$ cat src/rtl/regfile_read_arbiter.sv
// Round-robin arbiter sharing one register-file read mux among NUM_REQ requesters.
// Grant, select, capture, then return the data with a one-hot valid two cycles after the request.
module regfile_read_arbiter #(
  parameter int NUM_REQ = 4,
  parameter int ADDR_W  = 4,
  parameter int DATA_W  = 16
) (
  input  logic                      clk,
  input  logic                      rst_n,
  input  logic [NUM_REQ-1:0]        req,
  input  logic [NUM_REQ*ADDR_W-1:0] req_addr,
  output logic [NUM_REQ-1:0]        gnt,
  output logic [ADDR_W-1:0]         mux_sel,
  input  logic [DATA_W-1:0]         mux_data,
  output logic [DATA_W-1:0]         rd_data,
  output logic [NUM_REQ-1:0]        rd_valid,
  output logic                      busy
);

  localparam int PTR_W = (NUM_REQ > 1) ? $clog2(NUM_REQ) : 1;
  localparam logic [NUM_REQ-1:0] ONE = NUM_REQ'(1);

  typedef enum logic {IDLE, CAPTURE} state_t;

  state_t             state, state_next;
  logic [PTR_W-1:0]   ptr, ptr_next;
  logic [PTR_W-1:0]   owner, owner_next;
  logic [PTR_W-1:0]   winner, idx;
  logic               found;
  logic [31:0]        pos;
  logic [NUM_REQ-1:0] gnt_next, rd_valid_next;
  logic [ADDR_W-1:0]  mux_sel_next;
  logic [DATA_W-1:0]  rd_data_next;

  // First active request at or after ptr, wrapping modulo NUM_REQ.
  always_comb begin
    winner = '0;
    found  = 1'b0;
    pos    = '0;
    idx    = '0;
    for (int k = 0; k < NUM_REQ; k++) begin
      pos = 32'(ptr) + 32'(k);
      if (pos >= 32'(NUM_REQ)) pos = pos - 32'(NUM_REQ);
      idx = PTR_W'(pos);
      if (!found && req[idx]) begin
        found  = 1'b1;
        winner = idx;
      end
    end
  end

  always_comb begin
    state_next    = state;
    ptr_next      = ptr;
    owner_next    = owner;
    gnt_next      = '0;
    rd_valid_next = '0;
    mux_sel_next  = mux_sel;
    rd_data_next  = rd_data;
    case (state)
      IDLE: begin
        if (found) begin
          mux_sel_next = req_addr[winner*ADDR_W +: ADDR_W];
          gnt_next     = ONE << winner;
          owner_next   = winner;
          state_next   = CAPTURE;
        end
      end
      CAPTURE: begin
        // The granted requester drops to lowest priority for the next round.
        rd_data_next  = mux_data;
        rd_valid_next = ONE << owner;
        ptr_next      = (owner == PTR_W'(NUM_REQ - 1)) ? '0 : owner + 1'b1;
        state_next    = IDLE;
      end
      default: state_next = IDLE;
    endcase
  end

  always_ff @(posedge clk) begin
    if (!rst_n) begin
      state    <= IDLE;
      ptr      <= '0;
      owner    <= '0;
      gnt      <= '0;
      rd_valid <= '0;
      mux_sel  <= '0;
      rd_data  <= '0;
    end else begin
      state    <= state_next;
      ptr      <= ptr_next;
      owner    <= owner_next;
      gnt      <= gnt_next;
      rd_valid <= rd_valid_next;
      mux_sel  <= mux_sel_next;
      rd_data  <= rd_data_next;
    end
  end

  assign busy = (state == CAPTURE);

endmodule
$ cat config.mk
export PLATFORM = sky130hd
export DESIGN_NAME = regfile_read_arbiter
export DESIGN_NICKNAME = d
export VERILOG_FILES = /design/src/rtl/regfile_read_arbiter.sv
export SDC_FILE = /design/constraint.sdc
export NUM_CORES = 1
export LEC_CHECK = 0
export CORE_MARGIN = 3
export CORE_UTILIZATION = 39
export DETAILED_ROUTE_END_ITERATION = 10
export PLACE_DENSITY_LB_ADDON = 0.12
export SKIP_LAST_GASP = 1
export SYNTH_ARGS = -nofsm -noshare
export SYNTH_HDL_FRONTEND = slang
export SYNTH_SLANG_ARGS = --single-unit
$ cat constraint.sdc
create_clock -name clk -period 1.44 [get_ports clk]
set_input_delay 0.144 -clock clk [delete_from_list [all_inputs] [get_ports clk]]
set_output_delay 0.144 -clock clk [all_outputs]
set_load 0.005 [all_outputs]
==> reports/results.ini <==
[grt]
use_met1=0.193
gr-max-usage-layer=met2
antenna_found_initial=0
grt.met3_usage=0.0756
grt_overflow=0
first_global_vias=1270
grt_usage=0.181
grt_pass1_wl_mm=5.74
grtUsageMet2=0.320
grt_max_degree=21

[clock_tree]
h-tree-depth=2
cts_made_buffers=5
ctsRootBufferMaster=clkbuf_4
cts.clk_slew.worst_paths_ps=90
clk_latency_ps=330
tritoncts=built
cts_num_sinks=33
cts_hold_buf=0
clk_path_buf_depth=2

[detailed_routing]
dr.pass1.iters=4
drc=0
wl_mm=3.63
drtIter0Drc=50
dr_total_vias=1263
ant_nets=0
routedWlPerCell_um=14.2
via_per_inst=4.93

[synth]
syn_nets=166
synth_edf_count=0
synth-seq-area-share=0.503
synth.ff_latch_count=33
synth.distinct_cells=25
netlist_area_um2=1310
yosysMostFrequentCell=dfxtp_1
async_flop_share=0
synth_top_family_by_area=multiplexers
syn_area_per_cell_um2=10.3
ys_top_cells_by_count=33 x dfxtp_1, 26 x mux2i_1, 24 x nor2_1
synth_compound_area_frac=0.118
synth_ff_type=dfxtp_1
synthCells=127
synthMuxAreaShare=0.198
synth.top_cell.area_share=0.503
synthAdderAreaFrac=0.00952
synthTopCellsByArea=dfxtp_1 50%, mux2i_1 20%, nor2_1 6.9%, o221ai_1 2.7%, o41ai_4 2.1%
yosys.area_share.xor_xnor=0
synthSimpleGateAreaFrac=0.132
yosysTopAreaCell=dfxtp_1
yosysWarningCount=0

[run]
maxCapViolCount=0

[layout]
area_growth_syn_to_layout_pct=67.8
drive_gt1_frac=0.160
stdcell_area_um2=2200
fin_nets=250
utilization=0.705
num_antenna_cells=0
filler_cell_count=259
layout.cells.non_filler=256

[critical_path]
criticalPathCategory=in -> reg
cp_data_arrival_time_ps=1630
endpoint_kind=flop
crit_required_ps=1640
ff2ff_path_depth=5
startpoint_type=primary input
critPathMaxFanout=6

[floorplan]
fp.dieH_um=64.0
row_count=20
core_area_um2=3130
die_w_um=64.0
start_util=0.420
dieArea_um2=4100
io_pins=67

[timing]
setup_violations=0
period_share=0.988
fin_skew_ps=5.34
tns_ps=0
rsz0062_at_grt=true
slew_viol_final=0
period_needed_ps=1420
tightest_slew_ps=382
timing.fmax_mhz=703
hold_viol=0
relSlewSlack=0.744

[power]
leakage_nw=0.887
vdd_drop_max_mv=0.694
powerDensity_nw_per_um2=907
total_power_w=0.00200

[place]
dp_hpwl_mm=2.68
place_inst=244
dpl_cell_area_um2=2090
place_congestion=0.752
portBuffers=66

[min_path]
holdPathStages=3
min_path_type=in -> reg

[outcome]
status=finished clean

path summary, 6_finish.rpt:
kind / start / endpoint / slack, ps
setup / recovery: req[1] / mux_sel[1] / 20
setup reg to reg: ptr[1] / mux_sel[1] / 50
hold reg to reg: mux_sel[2] / mux_sel[2] / 500
hold / removal: mux_data[11] / rd_data[11] / 430
metal layers:
| metal | vias to the layer above | share of wire | wire length (um) |
|---|---|---|---|
| li1 | 614 | - | - |
| met5 | - | 0 | 0 |
| met2 | 56 | 0.52 | 1870 |
| met1 | 588 | 0.39 | 1400 |
| met4 | 0 | 0.013 | 46 |
| met3 | 5 | 0.084 | 305 |
area by class of cell:
class	instances	area, um2	share of cell area
sequential	33	667	0.302
timing repair buffer	81	776	0.352
tap	44	55.1	0.0250
clock buffer	6	41.3	0.0187
multi-input combinational	84	633	0.287
inverter	6	22.5	0.0102
clock inverter	2	10.0	0.00454
cell usage in the layout (no fill, tap or decap):
| cell type | instances |
|---|---|
| dfxtp_1 | 30 |
| nand2_1 | 3 |
| o41ai_4 | 1 |
| nand2b_1 | 1 |
| o21ai_4 | 1 |
| clkbuf_4 | 5 |
| o32ai_1 | 1 |
| nor2_1 | 24 |
| clkbuf_1 | 1 |
| ha_1 | 1 |
| dfxtp_4 | 1 |
| nand2_2 | 1 |
| nand3_1 | 4 |
| nor3b_1 | 2 |
| nor3_1 | 2 |
| clkinv_2 | 2 |
| buf_4 | 15 |
| nor2_2 | 1 |
| clkdlybuf4s50_1 | 65 |
| dfxtp_2 | 2 |
| mux2i_1 | 26 |
| a211oi_1 | 1 |
| o21ai_0 | 1 |
| o21ai_2 | 1 |
| dlymetal6s2s_1 | 1 |
| o221ai_1 | 4 |
| and4_1 | 1 |
| inv_1 | 6 |
| o2bb2a_4 | 2 |
| a21oi_1 | 4 |
| a21oi_2 | 2 |
power by group:
part	internal, W	switching, W	total [W]
clock network	0.000186	0.000292	0.000478
logic	0.000314	0.000191	0.000505
registers	0.000977	0.0000405	0.00102
total	0.00148	0.000524	0.00200
kinds of logic (layout without fill, tap and decap cells):
kind of cell	after synthesis	after routing
multiplexers	26	26
buffers and inverters	11	95
flip-flops	33	33
AND/OR/NAND/NOR	39	39
AO/OA/AOI/OAI	17	18
adder cells (fa/ha/maj)	1	1
state kept, by name, summed over array words and instances (netlist names):
register	flops
rd_valid	4
rd_data	16
gnt	4
busy	1
mux_sel	4
owner	2
ptr	2
critical path, cell delays in order:
cell             delay [ps]
clkdlybuf4s50_1         570
o41ai_4                 460
nor2_2                  130
nand2_2                 170
o221ai_1                150
metrics by stage:
step,hold slack [ps],setup slack [ps]
floorplan,291,138
global placement,461,-222
detailed placement,482,-330
CTS,420,32.9
global route,425,-27.6
finish,431,17.1
repair_timing:
action	4_1_cts	5_1_grt
gates cloned	0	1
pin swaps	0	3
resized for setup	3	5
endpoints found under the setup margin	5	5
hold endpoints to repair	0	0
buffers inserted	0	3
(Power assumes the default switching activity.)
